==> config.mk <==
export PLATFORM = sky130hd
export DESIGN_NAME = writeback_stage
export DESIGN_NICKNAME = d
export VERILOG_FILES = /design/src/rtl/riscv_pkg.sv /design/src/rtl/load_extract.sv /design/src/rtl/writeback_stage.sv
export SDC_FILE = /design/constraint.sdc
export NUM_CORES = 1
export LEC_CHECK = 0
export CORE_MARGIN = 2
export CORE_UTILIZATION = 25
export CTS_CLUSTER_SIZE = 8
export DETAILED_ROUTE_END_ITERATION = 16
export GPL_TIMING_DRIVEN = 0
export SLEW_MARGIN = 20
export SYNTH_ARGS = -nofsm -noshare
export SYNTH_HDL_FRONTEND = slang
export SYNTH_HIERARCHICAL = 1
export SYNTH_SLANG_ARGS = --single-unit
==> constraint.sdc <==
create_clock -name clk -period 2.8 [get_ports clk]
set_input_delay 0.56 -clock clk [delete_from_list [all_inputs] [get_ports clk]]
set_output_delay 0.56 -clock clk [all_outputs]
set_load 0.01 [all_outputs]
==> src/rtl/riscv_pkg.sv <==
// Shared definitions for the writeback stage: widths, load funct3 codes and FSM states.
package riscv_pkg;

  localparam int XLEN       = 32;
  localparam int REG_ADDR_W = 5;

  // Load width/sign encodings carried in funct3
  localparam logic [2:0] F3_LB  = 3'b000;
  localparam logic [2:0] F3_LH  = 3'b001;
  localparam logic [2:0] F3_LW  = 3'b010;
  localparam logic [2:0] F3_LBU = 3'b100;
  localparam logic [2:0] F3_LHU = 3'b101;

  typedef enum logic [1:0] {
    IDLE      = 2'd0,
    WAIT_LOAD = 2'd1,
    DONE      = 2'd2
  } wb_state_t;

  // True for the funct3 codes that do not name any load (011, 110, 111)
  function automatic logic is_illegal_load_f3(input logic [2:0] f3);
    return (f3 == 3'b011) || (f3 == 3'b110) || (f3 == 3'b111);
  endfunction

endpackage

==> src/rtl/load_extract.sv <==
// Combinational load data extraction: selects the byte/half/word lane addressed by
// the low address bits and sign- or zero-extends it. Also flags misaligned accesses
// and funct3 codes that are not loads; the fault does not depend on the data word.
module load_extract
  import riscv_pkg::*;
(
  input  logic [XLEN-1:0] mem_rdata,
  input  logic [2:0]      funct3,
  input  logic [1:0]      offset,
  output logic [XLEN-1:0] value,
  output logic            fault
);

  logic [7:0]  byte_lane [4];
  logic [15:0] half_lane [2];
  logic [7:0]  sel_byte;
  logic [15:0] sel_half;

  genvar gi;
  generate
    for (gi = 0; gi < 4; gi++) begin : g_byte
      assign byte_lane[gi] = mem_rdata[8*gi +: 8];
    end
    for (gi = 0; gi < 2; gi++) begin : g_half
      assign half_lane[gi] = mem_rdata[16*gi +: 16];
    end
  endgenerate

  assign sel_byte = byte_lane[offset];
  assign sel_half = half_lane[offset[1]];

  // Extend the selected lane and classify the access
  always_comb begin
    value = '0;
    fault = 1'b0;
    case (funct3)
      F3_LB:  value = {{(XLEN-8){sel_byte[7]}}, sel_byte};
      F3_LBU: value = {{(XLEN-8){1'b0}}, sel_byte};
      F3_LH: begin
        value = {{(XLEN-16){sel_half[15]}}, sel_half};
        fault = offset[0];
      end
      F3_LHU: begin
        value = {{(XLEN-16){1'b0}}, sel_half};
        fault = offset[0];
      end
      F3_LW: begin
        value = mem_rdata;
        fault = (offset != 2'b00);
      end
      default: fault = is_illegal_load_f3(funct3);
    endcase
  end

endmodule

==> src/rtl/writeback_stage.sv <==
// Final pipeline stage: picks ALU result, load data or PC+4 and drives the register
// file write port. Loads wait for the memory response; faulty loads retire at once.
// All outputs except in_ready are registered, so no in_* signal reaches the write port
// combinationally.
module writeback_stage
  import riscv_pkg::*;
#(
  parameter int XLEN_P       = XLEN,
  parameter int REG_ADDR_W_P = REG_ADDR_W
) (
  input  logic                    clk,
  input  logic                    reset,
  input  logic                    in_valid,
  output logic                    in_ready,
  input  logic [REG_ADDR_W_P-1:0] in_rd,
  input  logic                    in_regWrite,
  input  logic                    in_load,
  input  logic                    in_JAL,
  input  logic                    in_JALR,
  input  logic [2:0]              in_funct3,
  input  logic [XLEN_P-1:0]       in_aluResult,
  input  logic [XLEN_P-1:0]       in_incrementedPC,
  input  logic                    mem_rvalid,
  input  logic [XLEN_P-1:0]       mem_rdata,
  output logic                    write,
  output logic [REG_ADDR_W_P-1:0] rd,
  output logic [XLEN_P-1:0]       writeData,
  output logic                    retire,
  output logic                    load_fault
);

  wb_state_t               state_reg, state_next;
  logic                    write_reg, write_next;
  logic [REG_ADDR_W_P-1:0] rd_reg, rd_next;
  logic [XLEN_P-1:0]       wdata_reg, wdata_next;
  logic                    retire_reg, retire_next;
  logic                    fault_reg, fault_next;

  // Pending load context captured at acceptance
  logic [REG_ADDR_W_P-1:0] pend_rd_reg, pend_rd_next;
  logic                    pend_wr_reg, pend_wr_next;
  logic [2:0]              pend_f3_reg, pend_f3_next;
  logic [1:0]              pend_off_reg, pend_off_next;

  logic                    accept;
  logic [2:0]              ext_f3;
  logic [1:0]              ext_off;
  logic [XLEN_P-1:0]       ext_value;
  logic                    ext_fault;

  assign in_ready = (state_reg != WAIT_LOAD);
  assign accept   = in_valid && in_ready;

  // While waiting, extract with the latched context; otherwise classify the incoming load
  assign ext_f3  = (state_reg == WAIT_LOAD) ? pend_f3_reg  : in_funct3;
  assign ext_off = (state_reg == WAIT_LOAD) ? pend_off_reg : in_aluResult[1:0];

  load_extract u_load_extract (
    .mem_rdata (mem_rdata),
    .funct3    (ext_f3),
    .offset    (ext_off),
    .value     (ext_value),
    .fault     (ext_fault)
  );

  // State and registered outputs
  always_ff @(posedge clk or negedge reset) begin
    if (!reset) begin
      state_reg    <= IDLE;
      write_reg    <= 1'b0;
      rd_reg       <= '0;
      wdata_reg    <= '0;
      retire_reg   <= 1'b0;
      fault_reg    <= 1'b0;
      pend_rd_reg  <= '0;
      pend_wr_reg  <= 1'b0;
      pend_f3_reg  <= '0;
      pend_off_reg <= '0;
    end else begin
      state_reg    <= state_next;
      write_reg    <= write_next;
      rd_reg       <= rd_next;
      wdata_reg    <= wdata_next;
      retire_reg   <= retire_next;
      fault_reg    <= fault_next;
      pend_rd_reg  <= pend_rd_next;
      pend_wr_reg  <= pend_wr_next;
      pend_f3_reg  <= pend_f3_next;
      pend_off_reg <= pend_off_next;
    end
  end

  // Next-state and next-output selection; pulses default low, rd/data hold
  always_comb begin
    state_next    = state_reg;
    write_next    = 1'b0;
    retire_next   = 1'b0;
    fault_next    = 1'b0;
    rd_next       = rd_reg;
    wdata_next    = wdata_reg;
    pend_rd_next  = pend_rd_reg;
    pend_wr_next  = pend_wr_reg;
    pend_f3_next  = pend_f3_reg;
    pend_off_next = pend_off_reg;

    case (state_reg)
      WAIT_LOAD: begin
        if (mem_rvalid) begin
          write_next  = pend_wr_reg && (pend_rd_reg != '0);
          rd_next     = pend_rd_reg;
          wdata_next  = ext_value;
          retire_next = 1'b1;
          state_next  = DONE;
        end
      end
      default: begin
        // IDLE and DONE behave identically on acceptance
        if (accept) begin
          if (in_load) begin
            if (ext_fault) begin
              // Faulty load retires immediately without touching the register file
              rd_next     = in_rd;
              retire_next = 1'b1;
              fault_next  = 1'b1;
              state_next  = DONE;
            end else begin
              pend_rd_next  = in_rd;
              pend_wr_next  = in_regWrite;
              pend_f3_next  = in_funct3;
              pend_off_next = in_aluResult[1:0];
              state_next    = WAIT_LOAD;
            end
          end else begin
            write_next  = in_regWrite && (in_rd != '0);
            rd_next     = in_rd;
            wdata_next  = (in_JAL || in_JALR) ? in_incrementedPC : in_aluResult;
            retire_next = 1'b1;
            state_next  = DONE;
          end
        end else begin
          state_next = IDLE;
        end
      end
    endcase
  end

  assign write      = write_reg;
  assign rd         = rd_reg;
  assign writeData  = wdata_reg;
  assign retire     = retire_reg;
  assign load_fault = fault_reg;

endmodule

After elaboration in Yosys (flattened, before gate mapping)
Index checks and enable logic that the tools add are counted.
{ "word_totals": {"ff_bits": 53, "latchBits": 0, "ramBits": 0, "rom_bits": 0, "input_bits": 112, "n_memories": 0} }
{ "classes": {"n_addsub": 0, "mul": 0, "n_div": 0, "order_cmp": 2, "n_eq_ne": 12, "shift": 0, "mux": 37, "bitwise": 4, "reduce_logical": 16} }
{ "op_table": {"columns": ["cell", "n"], "rows": [
  ["2-to-1 mux 32 bit", 5],
  ["one-hot mux 32 bit (5 select lines)", 1],
  ["2-to-1 mux 16 bit", 3],
  ["2-to-1 mux 5 bit", 5],
  ["binary-select mux 8 bit (select 2 bit)", 1],
  ["2-to-1 mux 8 bit", 2],
  ["== test 3 bit (second input constant)", 4],
  ["2-to-1 mux 1 bit", 12],
  ["2-to-1 mux 2 bit", 6],
  ["nonzero test 5 bit", 2],
  ["== test 3 x 2 -> 1 bit (second input constant)", 2],
  ["AND reduction 3 bit", 2],
  ["!= test 2 x 1 -> 1 bit (second input constant)", 2],
  ["AND reduction 4 bit", 1],
  ["nonzero test 2 bit", 2],
  ["OR reduction 2 bit", 2],
  ["== test 3 x 1 -> 1 bit (second input constant)", 1],
  ["greater-or-equal comparator 3 bit (second input constant)", 1],
  ["logical AND 1 bit", 3],
  ["logical NOT 3 bit", 1],
  ["logical OR 1 bit", 3],
  ["2-to-1 mux 3 bit", 1],
  ["!= test 3 x 1 -> 1 bit (second input constant)", 1],
  ["inverter 2 -> 3 bit", 1],
  ["other kinds (6)", 7]
]} }

Longest topological paths before layout
{ "logic_depth": {"depth_word": 10, "ltp_mapped": 15} }

Cells and area by module
The synthesis kept the hierarchy.
{ "modules_own_cells": {"columns": ["module", "instances", "cells_per_inst", "area_each_um2"], "rows": [
  ["writeback_stage", 1, 298, 3273.1],
  ["load_extract", 1, 105, 887.1]
]} }

Worst setup path after synthesis
No wires, ideal clock.
{ "synth_path": {"kind": "reg-to-reg", "startpoint": "register state_reg[1]", "endpoint": "register pend_rd_reg[0]", "setup_time_ps": 128, "t_arrival_ps": 2671, "required_ps": 2672, "setup_slack_ps": 1, "stages_incl_launch_ff": 16, "path_buffers": 5, "synth_period_minus_slack_ps": 2799, "path_cell_list": "dfrtp_1 -> buf_4 -> nor2b_4 -> buf_6 -> inv_2 -> buf_2 -> nand2_1 -> nand2_1 -> buf_2 -> or2_1 -> o21a_1 -> o22a_1 -> and2b_1 -> nand3_1 -> buf_4 -> mux2_1"} }
{ "synth_between": {"elab_cells_between_ends": 22, "classes_between": "eq/ne: 9; mux: 3; bitwise: 2; reduce/logical: 8"} }
{ "synth_rtl": {"columns": ["item", "line_no", "rtl"], "rows": [
  ["start: declaration", "writeback_stage.sv:32", "wb_state_t state_reg, state_next;"],
  ["start signal: assignment", "writeback_stage.sv:80", "state_reg <= state_next;"],
  ["!= test 2 x 1 -> 1 bit", "writeback_stage.sv:51", "assign in_ready = (state_reg != WAIT_LOAD);"],
  ["net in_ready", "writeback_stage.sv:14", "output logic in_ready,"],
  ["logical AND 1 bit", "writeback_stage.sv:52", "assign accept = in_valid && in_ready;"],
  ["AND reduction 4 bit (no line)", null, null],
  ["end signal: assignment", "writeback_stage.sv:86", "pend_rd_reg <= pend_rd_next;"],
  ["end: declaration", "writeback_stage.sv:40", "logic [REG_ADDR_W_P-1:0] pend_rd_reg, pend_rd_next;"]
]} }
The timed path passes the listed nets, and every way through them passes these cells.
A chain may end at the register's enable or synchronous reset.

Worst setup path after layout
{ "layout_path": {"startpoint": "register state_reg[1]", "endpoint": "register pend_rd_reg[0]"} }
{ "layout_between": {"elab_chain_len": 8, "elab_cells_between_ends": 22, "classes_between": "eq/ne: 9; mux: 3; bitwise: 2; reduce/logical: 8"} }
{ "layout_lines": {"columns": ["item", "line_no", "rtl"], "rows": [
  ["== test 2 x 1 -> 1 bit *", "writeback_stage.sv:55", "assign ext_f3 = (state_reg == WAIT_LOAD) ? pend_f3_reg : in_funct3;"],
  ["2-to-1 mux 3 bit *", "writeback_stage.sv:55", null],
  ["net ext_f3[0]", "writeback_stage.sv:46", "logic [2:0] ext_f3;"],
  ["== test 3 x 2 -> 1 bit / == test 3 bit (equally long branches)", "riscv_pkg.sv:22", "return (f3 == 3'b011) || (f3 == 3'b110) || (f3 == 3'b111);"],
  ["logical OR 1 bit (2 in series)", "riscv_pkg.sv:22", null],
  ["one-hot mux 1 bit (3 select lines) *", "load_extract.sv:36", "case (funct3)"],
  ["net ext_fault", "writeback_stage.sv:49", "logic ext_fault;"],
  ["inverter 1 bit (no line) *", null, null],
  ["AND reduction 4 bit (no line) *", null, null]
]} }
The timed path passes the listed nets; every way through them passes the cells marked *.

==> run summary <==
==================================================================================================
Vertical die dimension                                                                      133 µm
Synthesized netlist cell count                                                                 403
Cell Area, Synth                                                                          4160 µm²
Type of origin of the critical path                                                      flip-flop
F_max                                                                                      366 MHz
Slowest stage cell, crit path                                                         sky130_fd_sc_hd__dfrtp_1
Cell repeated most along the worst path                                               sky130_fd_sc_hd__buf_6
Number of sinks handled by clock tree synthesis                                                 53
Top Family by Delay on Critical Path                                                  simple AND/OR/NAND/NOR gates
Drt first-iter violations                                                                      214
Final cell utilization of the core                                                           38.9%
Detailed placement HPWL                                                                    11.5 mm
Weighted congestion reported at the end of routability-driven placement                      0.916
Max reg flops                                                                                   32
CP Max Fanout                                                                                    8
Final setup violation count                                                                      0
Total routed wirelength                                                                    14.8 mm
Final Net Count                                                                                686
Quantity of I/O buffers inserted on ports                                                      150
Cells along the critical path                                                         buf_6, nor2b_4, buf_6, inv_6, buf_8, nand2_4, nand2_4, or2_4, o21a_1, o22a_1, and2b_2, nand3_4, buf_6, mux2_1
Worst-skew pair later-pin latency                                                          0.32 ns
Area of the placeable core                                                               16400 µm²
Number of diodes added for antenna fixing                                                        0
Length in cells of the worst reg-to-reg path                                                    14
Ratio of total power to cell area                                                       605 nW/µm²
Top-level port count                                                                           153
Starting density of the core                                                                 25.4%
1st-pass router iterations                                                                       5
Num rows                                                                                        47
Total routing usage reported by global routing                                               16.8%
Required time reported for the critical path endpoint                                      3.01 ns
Worst slew margin relative to its limit                                                      55.1%
Clock skew after layout                                                                  0.0101 ns
Result of the run                                                                     finished clean
Most common cell after layout, fill and taps aside                                    sky130_fd_sc_hd__clkdlybuf4s50_1
Routed length per placed instance                                                          18.6 µm
CP Capture Type                                                                          flip-flop
Reg-to-reg critical path startpoint                                                   state_reg[1]$_DFFE_PN0P_
Switching component of the power                                                           1.31 mW
Number of buffers inserted during clock tree synthesis                                           5
Leakage power                                                                              2.45 nW
Largest net degree at the start of global routing                                               54
Sum of buffers and inverters on the critical path                                                5
Post-route antenna net violation count                                                           0
Actual transition at the worst max-transition pin                                         0.674 ns
Share of total power in combinational logic                                                  51.2%
TritonCTS clock tree                                                                          done
Clock transition time at the flip-flop clock pins of the worst setup and hold paths        0.08 ns
Root buffer cell                                                                      sky130_fd_sc_hd__clkbuf_16
Vias in the first global route                                                                4115
Longest individual stage delay on the worst path                                           0.38 ns
Number of DRC violations after detailed routing                                                  0
Top library cells by usage in the layout, fill and taps aside                         149 x sky130_fd_sc_hd__clkdlybuf4s50_1, 52 x sky130_fd_sc_hd__dfrtp_1, 34 x sky130_fd_sc_hd__o21ai_0
Seq pwr share                                                                                31.2%
Final Slew Violations                                                                            0
Endpoint of the worst register-to-register path                                       pend_rd_reg[0]$_DFFE_PN0P_
Worst min path class                                                                   in -> async
Largest cells by area after synthesis                                                 sky130_fd_sc_hd__dfrtp_1 32%, sky130_fd_sc_hd__mux2_4 11%, sky130_fd_sc_hd__or3b_1 6.1%
CTS Hold Bufs                                                                                    0
Setup repair after global routing missed its margin                                           true
Die boundary width                                                                          133 µm
Die outline area                                                                         17700 µm²
Buffer depth of the longest clock path                                                           2
Fraction of the yosys area taken by sequential cells                                         31.9%
Number of fill cells                                                                          1607
Mean number of vias per cell                                                                  4.96
Cell taking the most area after synthesis                                             sky130_fd_sc_hd__dfrtp_1
Post-Route Hold Slack                                                                     0.221 ns
Cell variety after synth                                                                        46
Area growth from synthesis to layout                                                         53.4%
Yosys reg bits                                                                                  53
Global-route wire length before repair                                                     23.0 mm
Worst IR Drop VDD                                                                           319 µV
Area occupied by multi-input gates                                                        2680 µm²
Initial antenna violation count                                                                  0
Warnings from Yosys                                                                              6
Max-cap viol count                                                                               0
Endpoint arrival time on the critical path                                                 2.94 ns
Period utilization                                                                           97.5%
Final count of hold timing violations                                                            0
Tmin final                                                                                 2.73 ns
Net switching fraction of the power                                                          33.9%
Part of the total power dissipated in the clock network                                      17.7%
Total via count after detailed routing                                                        3940
Register cell area after layout                                                           1330 µm²
Slack of the worst reg-to-reg path                                                         0.07 ns
Fraction of synthesized cell area taken by the top area cell type                            31.9%
Total internal power                                                                       2.55 mW
Number of nets in the synthesized netlist                                                      515
Fraction of final layout cells with drive strength greater than 1                            25.2%
H-Tree Level Count                                                                               2
Critical Setup Path Class                                                               reg -> reg
Avg Cell Area, Syn                                                                        10.3 µm²
Total overflow reported by the global router                                                     0
==================================================================================================
## metrics by stage
step	area, µm²	power (mW)	worst slack [ns]	TNS, ns	cells
final	6380	3.86	0.0706	0	795
after global placement	5940	3.05	-0.630	-43.16	773
after CTS	6240	3.85	0.00107	0	788
after floorplan	4160	2.23	0.00149	0	403
after global routing	6380	4.10	-0.0386	-0.174	795
after detailed placement	5960	3.09	-0.424	-10.97	774
## timing repair
action / CTS / global route
gates resized for setup: 25 / 24
buffers inserted: 5 / 9
pin swaps: 3 / 4
cloned: 1 / 0
endpoints found under the setup margin: 50 / 45
## worst max-delay path by stage
stage	slack, ns	start	end	cells after the start
5_1_grt	-0.04	state_reg[1]$_DFFE_PN0P_	pend_rd_reg[0]$_DFFE_PN0P_	14
3_5_place_dp	-0.42	state_reg[0]$_DFFE_PN0P_	rd[1]$_DFFE_PN0P_	13
4_1_cts	0.001	state_reg[1]$_DFFE_PN0P_	pend_rd_reg[0]$_DFFE_PN0P_	15
2_1_floorplan	0.001	state_reg[1]$_DFFE_PN0P_	pend_rd_reg[0]$_DFFE_PN0P_	15
6_report	0.07	state_reg[1]$_DFFE_PN0P_	pend_rd_reg[0]$_DFFE_PN0P_	14
3_3_place_gp	-0.63	reset	rd[4]$_DFFE_PN0P_	1
## Yosys cell counts, drive strengths merged
cell	number
a22oi	19
o21ai	38
inv	3
mux2i	6
nand2	23
mux2	57
dfrtp	53
a221o	7
o22ai	1
or4	2
nand2b	1
o21a	1
or3b	33
o2bb2ai	1
or2	2
nor3b	33
o22a	2
mux4	1
nand3b	1
o31ai	2
clkbuf	28
nor3	1
nor2	6
and2b	1
buf	17
nand3	1
nand4b	1
a211oi	16
o2111ai	1
o221ai	4
a2bb2oi	1
o31a	1
a31oi	32
nor2b	6
a21boi	1
## per-layer routing
metal | GRT usage, % | vias to the layer above | part of all wire, %
li1 | - | 1889 | -
met1 | 21.8 | 1895 | 43
met2 | 27.8 | 134 | 48
met3 | 3.72 | 22 | 6.6
met4 | 5.50 | 0 | 2.2
met5 | 0 | - | 0
## cells by family (layout without fill, tap and decap cells)
logic type	after synthesis	in the layout	share of synthesized area [%]
AO/OA/AOI/OAI	127	127	23.5
buffers and inverters	48	220	6.17
flip-flops	53	53	31.9
multiplexers	64	64	20.2
AND/OR/NAND/NOR	111	111	18.3
## cell type report
cell class	instances	share of cell area, %
clock buffers	5	1.96
repair buffers	166	25.8
clock inverters	3	0.451
well taps	220	4.31
plain buffers	43	4.43
flip-flops and latches	53	20.8
inverters	3	0.314
multi-input cells	302	41.9
## power groups by stage
stage	clock network [mW]	registers (mW)	logic, mW
floorplan	0	1.29	0.948
global placement	0	1.21	1.85
detailed placement	0	1.22	1.88
CTS	0.705	1.21	1.93
global route	0.735	1.24	2.12
finish	0.682	1.20	1.98
## worst register-to-register path, delay by kind of cell, from the launching register on
family	cells	cell delay, ns
AND/OR/NAND/NOR	6	0.96
multiplexers	1	0.30
buffers and inverters	5	0.60
flip-flops	1	0.38
AO/OA/AOI/OAI	2	0.39
Power figures use the tool's default switching activity.
